--- config.mk ---
export PLATFORM = sky130hd
export DESIGN_NAME = mesh_term_endpoint
export DESIGN_NICKNAME = d
export VERILOG_FILES = /design/src/rtl/mesh_term_endpoint.sv
export SDC_FILE = /design/constraint.sdc
export NUM_CORES = 1
export LEC_CHECK = 0
export CAP_MARGIN = 20
export CORE_ASPECT_RATIO = 0.9
export CORE_MARGIN = 3
export CORE_UTILIZATION = 48
export DETAILED_ROUTE_END_ITERATION = 6
export GPL_TIMING_DRIVEN = 1
export PLACE_DENSITY_LB_ADDON = 0.15
export RECOVER_POWER = 50
export SYNTH_ARGS = -nofsm -noshare
export SYNTH_HDL_FRONTEND = slang
export SYNTH_HIERARCHICAL = 1
export SYNTH_SLANG_ARGS = --single-unit
--- constraint.sdc ---
create_clock -name clk -period 2.4 [get_ports clk]
set_input_delay 0.36 -clock clk [delete_from_list [all_inputs] [get_ports clk]]
set_output_delay 0.36 -clock clk [all_outputs]
set_load 0.01 [all_outputs]
--- src/rtl/mesh_term_endpoint.sv ---
// mesh_term_endpoint: synthesizable terminal device for one mesh router port.
// TX FIFO feeds the router via pndng/popin; RX FSM pops router packets into an RX FIFO.
module mesh_term_fifo #(
  parameter int W = 40,
  parameter int D = 4
) (
  input  logic         clk,
  input  logic         reset,
  input  logic [W-1:0] din,
  input  logic         push,
  input  logic         pop,
  output logic [W-1:0] dout,
  output logic         not_empty,
  output logic         full
);
  localparam int AW = $clog2(D);
  logic [W-1:0] mem [D];
  logic [AW-1:0] rd_ptr, wr_ptr;
  logic [AW:0] cnt;
  logic do_pop, do_push;
  assign not_empty = cnt != '0;
  assign full = cnt == (AW+1)'(D);
  assign do_pop = pop && not_empty;
  // A push on a full FIFO is accepted only when the head leaves on the same edge
  assign do_push = push && (!full || do_pop);
  assign dout = not_empty ? mem[rd_ptr] : '0;
  always_ff @(posedge clk or posedge reset)
    if (reset) begin
      rd_ptr <= '0;
      wr_ptr <= '0;
      cnt <= '0;
    end else begin
      if (do_pop) rd_ptr <= rd_ptr + AW'(1);
      if (do_push) wr_ptr <= wr_ptr + AW'(1);
      cnt <= cnt + (AW+1)'(do_push) - (AW+1)'(do_pop);
    end
  always_ff @(posedge clk)
    if (do_push) mem[wr_ptr] <= din;
endmodule

module mesh_term_endpoint #(
  parameter int pckg_sz = 40,
  parameter int fifo_depth = 4,
  parameter int ROW_ID = 0,
  parameter int COL_ID = 1,
  parameter int CNT_W = 16
) (
  input  logic               clk,
  input  logic               reset,
  input  logic [pckg_sz-1:0] tx_data,
  input  logic               tx_push,
  output logic               tx_full,
  output logic [pckg_sz-1:0] data_out_i_in,
  output logic               pndng_i_in,
  input  logic               popin,
  input  logic [pckg_sz-1:0] data_out,
  input  logic               pndng,
  output logic               pop,
  output logic [pckg_sz-1:0] rx_data,
  output logic               rx_pndng,
  input  logic               rx_pop,
  output logic               misroute,
  output logic [CNT_W-1:0]   tx_cnt,
  output logic [CNT_W-1:0]   rx_cnt
);
  typedef enum logic [1:0] {IDLE, POP, SETTLE} state_t;
  state_t state, nxt;
  logic rx_full;
  logic tx_take;
  assign tx_take = popin && pndng_i_in;

  mesh_term_fifo #(.W(pckg_sz), .D(fifo_depth)) u_tx (
    .clk(clk), .reset(reset), .din(tx_data), .push(tx_push), .pop(popin),
    .dout(data_out_i_in), .not_empty(pndng_i_in), .full(tx_full)
  );

  mesh_term_fifo #(.W(pckg_sz), .D(fifo_depth)) u_rx (
    .clk(clk), .reset(reset), .din(data_out), .push(pop), .pop(rx_pop),
    .dout(rx_data), .not_empty(rx_pndng), .full(rx_full)
  );

  always_ff @(posedge clk or posedge reset)
    if (reset) state <= IDLE;
    else state <= nxt;

  // SETTLE gives the router a cycle to update pndng after each pop
  always_comb begin
    nxt = state;
    pop = 1'b0;
    nxt = state == IDLE ? ((pndng && !rx_full) ? POP : IDLE) :
          state == POP  ? SETTLE : IDLE;
    pop = state == POP;
  end

  always_ff @(posedge clk or posedge reset)
    if (reset) begin
      misroute <= 1'b0;
      tx_cnt <= '0;
      rx_cnt <= '0;
    end else begin
      misroute <= pop && (data_out[pckg_sz-9 -: 4] != 4'(ROW_ID) ||
                          data_out[pckg_sz-13 -: 4] != 4'(COL_ID));
      if (tx_take && ~&tx_cnt) tx_cnt <= tx_cnt + CNT_W'(1);
      if (pop && ~&rx_cnt) rx_cnt <= rx_cnt + CNT_W'(1);
    end
endmodule

==> run_results.csv <==
group,metric,value,unit
critical_path,worstPathArrival,2160,ps
cells_and_area,drive_gt1_share,35.52,%
synth,synth-simple-area-share,6.588,%
synth,synth.area.top_cells,"edfxtp_1, dfrtp_1, mux4_2",
synth,synth.top_cell.area_share,65.20,%
synth,synth-seq-area-share,73.52,%
cells_and_area,final_nets,1106,
global_routing,grtUsageTotal,17.99,%
drt,drc,0,
cells_and_area,syn_to_final_growth,30.89,%
synth,synth_top_family_by_area,"multiplexers",
cells_and_area,post-route-cell-area,19290,sq um
sta,drv_slew,0,
critical_path,worstPathCellList,"buf_12 -> buf_16 -> buf_6 -> mux4_2 -> and2_4 -> buf_6",
synth,synth_mux_area_share,13.36,%
global_routing,grt_start_max_net_pins,44,
global_routing,grt_pass1_wl,45.45,mm
cts,htree_levels,2,
place,post-dp-hpwl,17.10,mm
status,run_status,"finished with violations",
critical_path,r2r_slack,100,ps
drt,via_per_inst,5.228,
global_routing,grt_overflow_total,0,
critical_path,path_delay_family,"buffers and inverters",
hold_path,holdCritPathClass,"primary input to asynchronous set/reset pin",
floorplan,dieArea,32850,sq um
synth,yosysWarnings,6,
floorplan,core_region_area,30100,sq um
critical_path,crit_start,"u_tx/rd_ptr[0]",
cts,clkTransAtPathRegs,60,ps
sta,min_period_over_period,104.9,%
critical_path,required,2040,ps
drt,drt_first_pass_iters,4,
critical_path,cp.depth,6,
synth,yosys.area_share.adder,1.290,%
synth,synth_xor_xnor_area_share,2.309,%
drt,drtAntennaViolNets,0,
drt,drt_iter0_markers,473,
cells_and_area,layout.cells.most_common,"edfxtp_1",
critical_path,r2r_end,"u_rx/mem[2][11]",
synth,syn_inst,722,
critical_path,cp_common_cell,"buf_6",
global_routing,antenna_found_initial,8,
place,place_area,17420,sq um
synth,syn_nets,822,
place,portBuffers,202,
sta,min_period,2517,ps
critical_path,reg2regPathDepth,6,
critical_path,slowest_delay,510,ps
cts,cts_root_buf,"clkbuf_16",
synth,syn_avg_cell_area,20.41,sq um
status,failed_checks,"setup timing",
floorplan,row_count,60,
sta,clock_skew,19.67,ps
pwr,leakage,6.967,nW
sta,tightest_slew,905.7,ps
sta,setup_viol,33,
sta,hold_viol_final,0,
cells_and_area,mostFrequentLayoutCells,"edfxtp_1, buf_6, dlygate4sd3_1",
job,maxCapViolCount,0,
cts,clkSinkCount,369,
critical_path,crit_buf_inv,4,
floorplan,initial_utilization,48.96,%
cts,cts_hold_buf,0,
place,place_congestion,0.7527,
global_routing,grt_pass1_vias,7947,
cts,cts_inserted_buffers,38,
cts,cts_tree,"yes",
floorplan,die_x,190.7,um
sta,max_clock_freq,397.3,MHz
cts,clk_latency,530,ps
synth,synth.cell_area,14740,sq um
cells_and_area,fin_util,64.08,%
sta,setup_ws,-117.3,ps
cells_and_area,num-fill-cells,2148,
drt,vias,7554,
sta,maxSlewHeadroom,39.62,%
critical_path,crit_type,"register to primary output",
critical_path,crit_path_end_kind,"primary output",
critical_path,r2r-start,"state[1]",
floorplan,pin_count,203,
synth,yosysTopAreaCell,"edfxtp_1",
floorplan,chipHeight,172.2,um
cts,cts.path.max_buffers,3,
critical_path,worstPathMaxFanout,8,
critical_path,cp-endpoint,"data_out_i_in[24]",
synth,ys_ff_latch,369,
pwr,p_per_area,1285,nW/um^2
synth,synth_cell_types,46,
critical_path,crit_slowest_cell,"dfrtp_4",
sta,rsz0062_at_grt,"yes",
drt,routed_wl,29.03,mm
synth,synth_compound_area_share,0.7301,%
drt,wl_per_cell,20.09,um
place,place_ws,38.05,ps
critical_path,critPathLaunchType,"register",
pwr,irDropWorstVdd,762.9,uV
[logic make-up after synthesis]
family / count (synthesis)
xor gates and xnor gates: 38
adders and majority gates: 14
muxes: 85
buffers and inverters: 45
and+or+nand+nor: 159
AOI/OAI and AO/OA: 12
DFF: 369
[cells in the mapped netlist (all sizes together)]
cell and count:
or3b 2, nor2 9, and3 5, nor3b 1
nand4 10, o211ai 1, a31oi 2, buf 18
o21a 2, nand3 13, nor3 4, nand2 14
clkbuf 11, dfrtp 49, nor4 1, mux2i 1
xnor2 29, a41oi 1, and4 7, and2 88
a21boi 1, nand2b 1, nor4b 2, mux2 4
a21oi 3, mux4 80, a211oi 1, or4b 1
a2111oi 1, fa 2, edfxtp 320, or3 1
ha 12, xor2 9, inv 16
[stage by stage]
| step | hold slack [ps] | instances | setup TNS, ps | power, mW |
|---|---|---|---|---|
| 5_1_grt | 280.1 | 1442 | -13850 | 26.10 |
| 4_1_cts | 125.3 | 1441 | -3555 | 24.79 |
| 6_report | 261.4 | 1445 | -2144 | 24.78 |
| 3_5_place_dp | 418.2 | 1324 | 0 | 17.30 |
| 2_1_floorplan | 163.4 | 722 | 0 | 13.46 |
| 3_3_place_gp | 409.5 | 1324 | 0 | 17.25 |
[cell type report]
type	count	area [sq um]	area share, %
Clock inverter	24	254.0	1.317
Inverter	16	60.06	0.3113
Multi-Input combinational cell	308	3597	18.65
Antenna cell	6	15.01	0.07783
Clock buffer	46	991.0	5.137
Timing Repair Buffer	273	3027	15.69
Tap cell	403	504.2	2.614
Sequential cell	369	10840	56.21
[report_power, final]
group          internal [mW]  switching (mW)  leakage, nW
sequential              8.29           0.454         3.54
clock                   3.49            2.32        0.614
combinational           6.07            4.16         2.81
[worst min path at each step]
stage          startpoint              to  slack [ps]  cells after the start
6_report            reset  u_rx/wr_ptr[1]         260                      2
5_1_grt             reset     u_rx/cnt[2]         280                      2
4_1_cts             reset  u_tx/wr_ptr[0]         130                      2
3_5_place_dp     state[1]        state[0]         420                      1
3_3_place_gp     state[1]        state[0]         410                      1
2_1_floorplan       reset     u_rx/cnt[0]         160                      1
[metal layers]
metal	track usage, %	wire (um)	vias up
li1	-	-	3430
met1	23.71	11910	3860
met2	30.38	14660	213
met3	4.683	1908	45
met4	4.625	516	6
met5	0	32	-
[flip-flops by register name, indices dropped and copies added, names as in the netlist]
register     flops
u_rx/mem       160
u_tx/mem       160
rx_cnt          16
tx_cnt          16
u_rx/cnt         3
u_tx/cnt         3
state            2
u_rx/rd_ptr      2
u_rx/wr_ptr      2
u_tx/rd_ptr      2
u_tx/wr_ptr      2
misroute         1
[timing repair]
item / in CTS / in global routing
setup buffers: 44 / 2
endpoints found under the setup margin: 82 / 78
resized for setup: 479 / 53
pin swaps: 31 / 0
gates cloned: 6 / 0
Note: power is estimated with default switching activity, not from simulation.
